$ cat config.mk
export PLATFORM = sky130hd
export DESIGN_NAME = fetch_queue
export DESIGN_NICKNAME = d
export VERILOG_FILES = /design/src/rtl/fetch_pkg.sv /design/src/rtl/inst_fifo.sv /design/src/rtl/fetch_queue.sv
export SDC_FILE = /design/constraint.sdc
export NUM_CORES = 1
export LEC_CHECK = 0
export CORE_ASPECT_RATIO = 0.6
export CORE_MARGIN = 2
export CORE_UTILIZATION = 35
export CTS_CLUSTER_SIZE = 12
export DETAILED_ROUTE_END_ITERATION = 8
export GPL_TIMING_DRIVEN = 0
export PLACE_DENSITY = 0.58
export SLEW_MARGIN = 30
export SYNTH_ARGS = -nofsm -noshare
export SYNTH_HDL_FRONTEND = slang
export SYNTH_SLANG_ARGS = --single-unit
$ cat constraint.sdc
create_clock -name clk -period 6.9 [get_ports clk]
set_input_delay 1.725 -clock clk [delete_from_list [all_inputs] [get_ports clk]]
set_output_delay 1.725 -clock clk [all_outputs]
set_load 0.03 [all_outputs]
$ cat src/rtl/fetch_pkg.sv
// Shared defaults and the queue payload type for the instruction-fetch front end.
package fetch_pkg;
  localparam int          INST_W_DEF   = 24;
  localparam int          PC_W_DEF     = 32;
  localparam int          PC_STEP_DEF  = 4;
  localparam logic [31:0] RESET_PC_DEF = 32'h0000_0000;

  typedef struct packed {
    logic [PC_W_DEF-1:0]   pc;
    logic [INST_W_DEF-1:0] inst;
  } fetch_entry_t;
endpackage

$ cat src/rtl/inst_fifo.sv
// Synchronous DEPTH-entry FIFO with flush priority and a combinational head read.
module inst_fifo
  import fetch_pkg::*;
#(
  parameter int  DEPTH   = 4,
  parameter type entry_t = fetch_entry_t,
  localparam int CNT_W   = $clog2(DEPTH + 1)
) (
  input  logic             clk,
  input  logic             flush_i,
  input  logic             push_i,
  input  entry_t           wdata_i,
  input  logic             pop_i,
  output entry_t           rdata_o,
  output logic [CNT_W-1:0] count_o
);
  localparam int PTR_W = $clog2(DEPTH);

  entry_t             mem_q [DEPTH];
  logic [PTR_W-1:0]   wr_ptr_q, wr_ptr_d;
  logic [PTR_W-1:0]   rd_ptr_q, rd_ptr_d;
  logic [CNT_W-1:0]   count_q, count_d;
  logic               do_push, do_pop;

  // Pointers wrap explicitly so non-power-of-two depths work.
  function automatic logic [PTR_W-1:0] ptr_inc(input logic [PTR_W-1:0] p);
    return (p == PTR_W'(DEPTH - 1)) ? '0 : p + PTR_W'(1);
  endfunction

  assign do_pop  = pop_i && (count_q != '0);
  assign do_push = push_i && ((count_q != CNT_W'(DEPTH)) || do_pop);

  always_comb begin
    wr_ptr_d = wr_ptr_q;
    rd_ptr_d = rd_ptr_q;
    count_d  = count_q;
    if (flush_i) begin
      wr_ptr_d = '0;
      rd_ptr_d = '0;
      count_d  = '0;
    end else begin
      if (do_push) wr_ptr_d = ptr_inc(wr_ptr_q);
      if (do_pop)  rd_ptr_d = ptr_inc(rd_ptr_q);
      if (do_push && !do_pop)      count_d = count_q + CNT_W'(1);
      else if (!do_push && do_pop) count_d = count_q - CNT_W'(1);
    end
  end

  always_ff @(posedge clk) begin
    wr_ptr_q <= wr_ptr_d;
    rd_ptr_q <= rd_ptr_d;
    count_q  <= count_d;
    if (!flush_i && do_push) mem_q[wr_ptr_q] <= wdata_i;
  end

  assign rdata_o = mem_q[rd_ptr_q];
  assign count_o = count_q;
endmodule

$ cat src/rtl/fetch_queue.sv
// Fetch front end: owns the PC, issues one sequential fetch per cycle to a
// 1-cycle memory and buffers returned words for decode; redirect flushes.
module fetch_queue
  import fetch_pkg::*;
#(
  parameter int              INST_W   = INST_W_DEF,
  parameter int              PC_W     = PC_W_DEF,
  parameter int              DEPTH    = 4,
  parameter int              PC_STEP  = PC_STEP_DEF,
  parameter logic [PC_W-1:0] RESET_PC = PC_W'(RESET_PC_DEF)
) (
  input  logic              clk,
  input  logic              reset,
  input  logic              redirect_en,
  input  logic [PC_W-1:0]   redirect_pc,
  output logic              imem_req,
  output logic [PC_W-1:0]   imem_addr,
  input  logic [INST_W-1:0] imem_rdata,
  output logic              out_valid,
  output logic [INST_W-1:0] out_inst,
  output logic [PC_W-1:0]   out_pc,
  input  logic              out_ready
);
  localparam int              CNT_W = $clog2(DEPTH + 1);
  localparam logic [PC_W-1:0] STEP  = PC_W'(PC_STEP);

  typedef struct packed {
    logic [PC_W-1:0]   pc;
    logic [INST_W-1:0] inst;
  } entry_t;

  logic [PC_W-1:0]  fetch_pc_q, fetch_pc_d;
  logic             req_q, req_d;
  logic [PC_W-1:0]  req_pc_q, req_pc_d;
  logic [CNT_W-1:0] count;
  logic [CNT_W:0]   occupancy;
  logic             push, pop, flush;
  entry_t           push_entry, head;

  // Pop is left out of the occupancy test so a returning word always has a slot.
  assign occupancy = {1'b0, count} + (CNT_W + 1)'(req_q);
  assign imem_addr = redirect_en ? redirect_pc : fetch_pc_q;
  assign imem_req  = !reset && (redirect_en || (occupancy < (CNT_W + 1)'(DEPTH)));

  always_comb begin
    fetch_pc_d = fetch_pc_q;
    req_d      = 1'b0;
    req_pc_d   = req_pc_q;
    if (reset) begin
      fetch_pc_d = RESET_PC;
    end else if (imem_req) begin
      fetch_pc_d = imem_addr + STEP;
      req_d      = 1'b1;
      req_pc_d   = imem_addr;
    end
  end

  always_ff @(posedge clk) begin
    fetch_pc_q <= fetch_pc_d;
    req_q      <= req_d;
    req_pc_q   <= req_pc_d;
  end

  assign flush      = reset || redirect_en;
  assign push       = req_q && !redirect_en;
  assign out_valid  = (count != '0) && !redirect_en;
  assign pop        = out_valid && out_ready;
  assign push_entry = '{pc: req_pc_q, inst: imem_rdata};

  inst_fifo #(
    .DEPTH   (DEPTH),
    .entry_t (entry_t)
  ) u_fifo (
    .clk     (clk),
    .flush_i (flush),
    .push_i  (push),
    .wdata_i (push_entry),
    .pop_i   (pop),
    .rdata_o (head),
    .count_o (count)
  );

  assign out_inst = head.inst;
  assign out_pc   = head.pc;
endmodule
## Word-level counts from Yosys, hierarchy flattened

Memory sizes are Yosys's and may differ from the RTL's. A register that Yosys moved wholly into a read port is not among the register bits.
Index checks and enable logic that the tools add are counted.

| storage, ports and cells | value |
|---|---|
| register bits after elaboration | 72 |
| bits in writable memories | 224 |
| input port bits | 60 |
| output and inout port bits | 90 |
| logic and storage cells | 48 |
| memories kept | 1 |

| cells by class | value |
|---|---|
| add/sub/neg operators | 6 |
| $lt $le $gt $ge | 1 |
| equal/unequal tests | 3 |
| multiplexer cells | 10 |
| bitwise logic cells | 1 |
| reductions and logical operators | 20 |

Memory list:

| name | words | bits a word | rd ports | clocked after Yosys merged registers in | write ports | RTL line | text |
|---|---|---|---|---|---|---|---|
| u_fifo.mem_q | 4 | 56 | 1 | 1 | 1 | inst_fifo.sv:19 | `entry_t mem_q [DEPTH];` |

Operator list:

| kind | number |
|---|---|
| adder 32 x 3 -> 32 bit, second input constant | 1 |
| two-way mux 32 bit | 1 |
| logical AND 1 bit | 9 |
| two-way mux 2 bit | 4 |
| two-way mux 3 bit | 2 |
| zero test 1 bit | 5 |
| adder 2 x 1 -> 2 bit, second input constant | 2 |
| adder 3 x 1 -> 4 bit | 1 |
| equality test 2 bit, second input constant | 2 |
| less-than comparator 4 x 3 -> 1 bit, second input constant | 1 |
| adder 3 x 1 -> 3 bit, second input constant | 1 |
| logical OR 1 bit | 3 |
| two-way mux 1 bit | 3 |
| != test 3 bit, second input constant | 1 |
| nonzero test 3 bit | 1 |
| subtractor 3 x 1 -> 3 bit, second input constant | 1 |
| AND reduction 2 bit | 1 |
| nonzero test 2 bit | 1 |
| inverter 1 bit | 1 |

## Depth between registers and ports, before layout

Gate-level depths: netlist of run 1.

| depth | value |
|---|---|
| depth in word-level cells | 10 |
| mapped depth | 13 |
| depth with buffers taken out | 9 |

## Modules after synthesis

A second synthesis of run 1 with hierarchy kept.

| second synthesis, totals | value |
|---|---|
| cells, all modules | 668 |
| area total of the unflattened synthesis | 11937.7 um^2 |

Modules (own cells, without submodules):

| module | times used | cells each | area each (um^2) | seq. area each (um^2) |
|---|---|---|---|---|
| inst_fifo | 1 | 341 | 8544.4 | 6906.6 |
| fetch_queue | 1 | 327 | 3393.3 | 1621.6 |

## Least setup slack after synthesis of run 1

No wires, ideal clock.

| timing path | value |
|---|---|
| path kind | input to output |
| from | in redirect_en |
| to | out imem_req |
| arrival | 3730 ps |
| data required time | 5175 ps |
| setup slack | 1445 ps |
| cell stages on the path | 5 |
| path buffers | 3 |
| cell sequence | buf_2 -> buf_2 -> o21ai_1 -> inv_1 -> clkbuf_1 |

| on the way | value |
|---|---|
| cells in the longest elaborated chain, start to end | 2 |

RTL lines:

| element | RTL line | text |
|---|---|---|
| from (decl) | fetch_queue.sv:14 | `input logic redirect_en,` |
| logical OR 1 bit | fetch_queue.sv:43 | `assign imem_req = !reset && (redirect_en \|\| (occupancy < (CNT_W + 1)'(DEPTH)));` |
| logical AND 1 bit | fetch_queue.sv:43 |  |
| to (decl) | fetch_queue.sv:16 | `output logic imem_req,` |

Every way passes these cells.

## Final worst setup path of run 1

Ends and elaborated chain as after synthesis.

==> results of run 1 <==
[metal layers]
metal | part of all wire [%] | up-vias | track usage, %
li1 | - | 3120 | -
met1 | 47 | 3515 | 24.4
met2 | 43 | 246 | 23.8
met3 | 7.2 | 56 | 4.38
met4 | 2.7 | 0 | 4.72
met5 | 0 | - | 0
[Yosys cell counts, drive strengths merged (2+ instances only)]
master  count  area (um^2)
a22o        3         26.3
a32o        3         30.0
mux4       56         1260
nor3        4         20.0
xnor2       7         61.3
xor2        7         61.3
a211oi      3         27.5
edfxtp    256         7690
mux2       24          270
or2         2         12.5
clkbuf     15         56.3
and2        3         18.8
nand4b      4         50.1
a22oi       7         52.6
inv        20         75.1
nor2       16         60.1
ha          7         87.6
a222oi      4         40.0
nand4      11         75.1
buf        14         71.3
o311ai      2         17.5
a21oi       8         40.0
nand2      47          176
dfxtp      42          841
a32oi       3         26.3
o21ai      16         80.1
or3         5         31.3
or4         6         45.0
o211ai      3         22.5
and3        9         56.3
mux2i      14          140
nand3      31          155
nand3b     11         95.1
a31oi       3         18.8
o31ai       3         22.5
[final timing paths]
check | startpoint | endpoint | slack (ns) | cells past startpoint
worst max-delay path | redirect_en | imem_req | 0.32 | 8
worst min-delay path | fetch_pc_q[29] | fetch_pc_q[29] | 0.46 | 2
worst max register to register | fetch_pc_q[2] | fetch_pc_q[24] | 4.07 | 7
worst min register to register | fetch_pc_q[29] | fetch_pc_q[29] | 0.46 | 2
[sequential cells by signal (all words and copies together), names as in the netlist, named ones only]
name and flops:
req_pc_q 32, fetch_pc_q 32, u_fifo.mem_q 224, u_fifo.wr_ptr_q 2, u_fifo.rd_ptr_q 2, u_fifo.count_o 3
req_q 1
[area by class of cell]
type                    instances  area, um^2  share of cell area, %
flip-flops and latches        298        8530                   56.8
multi-input cells             334        3220                   21.4
repair buffers                154        1600                   10.7
clock buffers                  51         828                   5.52
well taps                     459         574                   3.83
plain buffers                  29         138                  0.917
inverters                      20        75.1                  0.500
clock inverters                 3        43.8                  0.292
[through the flow]
step                      cells  setup slack (ns)  TNS, ns  utilization [%]  hold slack (ns)
after CTS                  1348             0.325        0             44.6            0.463
final                      1348             0.321        0             44.6            0.463
after global placement     1289             -1.50    -1.50             41.6            0.445
after global routing       1348             0.203        0             44.6            0.516
after floorplan             681              1.45        0                -            0.422
after detailed placement   1294             0.340        0             42.0            0.447
[cell families after synthesis]
logic type | after synthesis | synth area share [%]
AO/OA/AOI/OAI | 65 | 3.90
XOR/XNOR | 14 | 1.03
adder cells (fa/ha/maj) | 8 | 0.902
buffers and inverters | 49 | 1.70
flip-flops | 298 | 71.5
multiplexers | 94 | 14.0
AND/OR/NAND/NOR | 153 | 6.95
[power by group through the flow]
| stage | logic (uW) | registers, uW | clock network (uW) |
|---|---|---|---|
| floorplan | 191 | 2080 | 0 |
| global placement | 346 | 2090 | 0 |
| detailed placement | 353 | 2090 | 0 |
| CTS | 354 | 2050 | 1540 |
| global route | 373 | 2060 | 1610 |
| finish | 351 | 2060 | 1490 |
[worst reg2reg max path, cell delays in order (launching register included)]
cell	delay, ns
dfxtp_1	0.42
mux2_2	0.27
ha_1	0.20
inv_1	0.08
a211oi_2	0.63
nand4_1	0.60
mux2i_1	0.25
a211o_1	0.27
==> results.ini, run 1 <==
[layout]
fillers = 2958
mostFrequentLayoutCell = edfxtp_1
layout_common_cells = 256 x edfxtp_1, 149 x clkdlybuf4s50_1, 56 x mux4_2
diodes = 0
design_area_mm2 = 0.0150
fin_nets = 934
drive_above_1_share_pct = 16.2
synthToLayoutAreaGrowth_pct = 25.8

[critical_path]
cp_num_buf_inv = 7
crit_family = buffers and inverters
cp_cell_sequence = clkdlybuf4s50_1 -> buf_2 -> buf_2 -> o21ai_1 -> inv_1 -> clkbuf_4 -> buf_12 -> clkdlybuf4s50_1
cp.arrival_ns = 4.85
worstPathMaxFanout = 32
slowest_stage = clkdlybuf4s50_1
path_class = in -> out
worst_path_largest_cell_delay_ns = 0.71
end_kind = primary output
critPathRequiredTime_ns = 5.18
worstSetupStartpointType = input port

[grt]
track_usage_pct = 16.5
grt_overflow_total = 0
grt_max_degree = 37
grt_pass1_wl_um = 43900
grt_pass1_vias = 6994
antenna_found_initial = 0

[sta]
rsz0062_at_grt = false
slew_viol_final = 0
slew_headroom_pct = 38.1
max_freq_mhz = 152
fin_skew_ns = 0.0138
worst_pin_slew_ns = 0.928
setup_viol_count_final = 0
min_period_over_period_pct = 95.3
hold_viol_final = 0
finalCriticalPeriod_ns = 6.58

[clock_tree]
clock_latency_ns = 0.56
cts_sinks = 298
clockBufferDepth = 3
post_cts_buffers = 0
cts_tree = done
numCtsBuffers = 29
clkTransAtPathRegs_ns = 0.07
clockRootBuffer = clkbuf_16
cts_hold_buf = 0
htreeDepth = 1
cts_resized = 0

[pwr]
p_leak_uw = 0.00492
swShare_pct = 22.7
p_sw_uw = 884
comb_power_share_pct = 9.0
power.total_uw = 3900
power-per-cell-area_mw_per_mm2 = 260
ir_drop_mv = 0.186
clockPowerShare_pct = 38.2
p_int_uw = 3010
seqPwrFrac_pct = 52.8

[yosys]
async_flop_share_pct = 0
ys_types = 56
synth_area_per_cell_um2 = 17.5
synth-warning-count = 0
syn_nets = 749
synth_ff_type = edfxtp_1
ys_seq_area_share_pct = 71.5
synthCells = 681
ys_ff_latch = 298
synth_edf_count = 256
synth_area_mm2 = 0.0119

[detailed_routing]
drc_errors = 0
drtIter0Drc = 680
vias_per_cell = 5.15
drtAntennaViolNets = 0
vias = 6937
drtPass1Iterations = 5
routed_wl_um = 29600
drt-wirelength-per-cell_um = 22.0

[placement]
io_buffers = 149
place_area_mm2 = 0.0141
dpl.hpwl_um = 20200
gp_congestion = 0.816

[die]
core_mm2 = 0.0336
row_count = 52
initial_core_util_pct = 35.5
die_x_um = 242
ioPinCount = 150
fp.dieH_um = 147
die_area_mm2 = 0.0356

[outcome]
status = complete, no violations

[worst_hold_path]
holdCritPathClass = reg -> reg

[flow_run]
maxCapViolCount = 0

Power figures use the tool's default switching activity.
==> inputs of run 2 (changes only) <==
--- a/config.mk
+++ b/config.mk
@@ -11,6 +11,7 @@
 export CTS_CLUSTER_SIZE = 12
 export DETAILED_ROUTE_END_ITERATION = 8
 export GPL_TIMING_DRIVEN = 0
+export MAX_ROUTING_LAYER = met4
 export PLACE_DENSITY = 0.58
 export SLEW_MARGIN = 30
 export SYNTH_ARGS = -nofsm -noshare
==> constraint.sdc (replaced) <==
create_clock -name clk -period 6.9 [get_ports clk]
set_input_delay 1.38 -clock clk [delete_from_list [all_inputs] [get_ports clk]]
set_output_delay 1.38 -clock clk [all_outputs]
set_load 0.03 [all_outputs]
==> run 2 against run 1 <==
Utilization unchanged. Via count decreased by 0.30%. Largest cell class unchanged. Highest routed layer unchanged. Worst setup slack improved by 0.69 ns. Sequential power about the same. First-iteration DRC count increased by 2.2%. Register-to-register slack about the same. Count of clock-buffer cells in the layout unchanged. Maximum frequency increased by 12%.
==> results.ini, run 2 (synthesis gave the netlist of run 1 again) <==
[pwr]
power-per-cell-area_mw_per_mm2 = 260
p_leak_uw = 0.00492
ir_drop_mv = 0.185

[critical_path]
r2r_cells = 7
critPathRequiredTime_ns = 5.52
worstSetupStartpointType = input port
path_class = in -> out
reg2reg_to = fetch_pc_q[24]
end_kind = primary output
cp.arrival_ns = 4.51
worstPathMaxFanout = 32
reg2reg_from = fetch_pc_q[2]
r2r_setup_slack_ns = 4.07

[sta]
setup_viol_count_final = 0
slew_headroom_pct = 38.0
fin_skew_ns = 0.0104
hold_viol_final = 0
finalCriticalPeriod_ns = 5.89
slew_viol_final = 0
whs_ns = 0.463
rsz0062_at_grt = false
max_freq_mhz = 170
worst_pin_slew_ns = 0.930
min_period_over_period_pct = 85.3

[layout]
largest_reg_flops = 224
diodes = 0
multi_input_area_mm2 = 0.00322
mostFrequentLayoutCell = edfxtp_1
reg_top3 = u_fifo.mem_q x224, fetch_pc_q x32, req_pc_q x32
fin_util_pct = 44.6
largest_register = u_fifo.mem_q
layout_common_cells = 256 x edfxtp_1, 149 x clkdlybuf4s50_1, 56 x mux4_2
regArea_mm2 = 0.00853
fillers = 2958
drive_above_1_share_pct = 16.2
synthToLayoutAreaGrowth_pct = 25.8
fin_nets = 934

[detailed_routing]
vias = 6916
drc_errors = 0
drtIter0Drc = 695
routed_wl_um = 29500
drt-wirelength-per-cell_um = 21.9
drtAntennaViolNets = 0
vias_per_cell = 5.13
drtPass1Iterations = 8

[grt]
track_usage_pct = 17.0
grt_pass1_vias = 7002
antenna_found_initial = 0
grt_max_degree = 37
grt_pass1_wl_um = 43900
grt_overflow_total = 0

[die]
core_mm2 = 0.0336
initial_core_util_pct = 35.5
die_x_um = 242
fp.dieH_um = 147
ioPinCount = 150
row_count = 52
die_area_mm2 = 0.0356

[clock_tree]
clock_latency_ns = 0.56
post_cts_buffers = 0
cts_sinks = 298
cts_resized = 0
clkTransAtPathRegs_ns = 0.07
numCtsBuffers = 29
cts_hold_buf = 0
cts_tree = done
htreeDepth = 1
clockBufferDepth = 3
clockRootBuffer = clkbuf_16

[worst_hold_path]
min-delay-start = fetch_pc_q[29]
holdPathEnd = fetch_pc_q[29]
holdCritPathClass = reg -> reg
hold_path_depth = 2

[placement]
gp_congestion = 0.828
dpl.hpwl_um = 20200
io_buffers = 149

[flow_run]
maxCapViolCount = 0

[outcome]
status = complete, no violations

[run 2: cell counts in the layout (fill, tap and decap cells not counted)]
Identical to the previous run, type by type.
[run 2: per-stage QoR]
stage	TNS, ns	cells	total power, uW	area, um^2	setup WS, ns
2_1_floorplan	0	681	2270	11900	2.14
4_1_cts	0	1348	3950	15000	1.02
5_1_grt	0	1348	4050	15000	0.893
3_3_place_gp	-0.807	1289	2440	14000	-0.807
3_5_place_dp	0	1294	2450	14100	1.03
6_report	0	1348	3890	15000	1.01
[run 2: worst max-delay path: stages]
cell and delay (ns):
clkdlybuf4s50_1 0.53, buf_2 0.31, buf_2 0.35, o21ai_1 0.34, inv_1 0.28, clkbuf_4 0.32
buf_12 0.26, clkdlybuf4s50_1 0.71
[run 2: how the worst max path moves through the flow]
stage | to | startpoint | slack, ns | cells after the start
3_3_place_gp | imem_req | redirect_en | -0.81 | 7
6_report | imem_req | redirect_en | 1.01 | 8
2_1_floorplan | imem_req | redirect_en | 2.14 | 5
5_1_grt | imem_req | redirect_en | 0.89 | 8
4_1_cts | imem_req | redirect_en | 1.02 | 8
3_5_place_dp | imem_req | redirect_en | 1.03 | 8
[run 2: where the power goes]
group,switching (uW),internal [uW],total [uW]
Clock,644,844,1490
Combinational,202,149,351
Sequential,37.3,2020,2060
[run 2: area by class of cell]
cell class	instances	area share (%)
Tap cell	459	3.83
Sequential cell	298	56.8
Clock buffer	51	5.52
Clock inverter	3	0.292
Multi-Input combinational cell	334	21.4
Timing Repair Buffer	154	10.7
Buffer	29	0.917
Inverter	20	0.500
[run 2: metal layers]
metal / global-route usage (%) / part of all wire, %
met5: - / 0
met4: 4.72 / 2.7
met3: 4.26 / 7.3
met2: 23.9 / 43
met1: 24.4 / 47
==> inputs of run 3 (changes only) <==
--- a/config.mk
+++ b/config.mk
@@ -10,6 +10,7 @@
 export CORE_UTILIZATION = 35
 export CTS_CLUSTER_SIZE = 12
 export DETAILED_ROUTE_END_ITERATION = 8
+export GPL_ROUTABILITY_DRIVEN = 0
 export GPL_TIMING_DRIVEN = 0
 export MAX_ROUTING_LAYER = met4
 export PLACE_DENSITY = 0.58
==> results of run 3 <==
No change in the layout: final DEF, timing and power equal those of run 2.
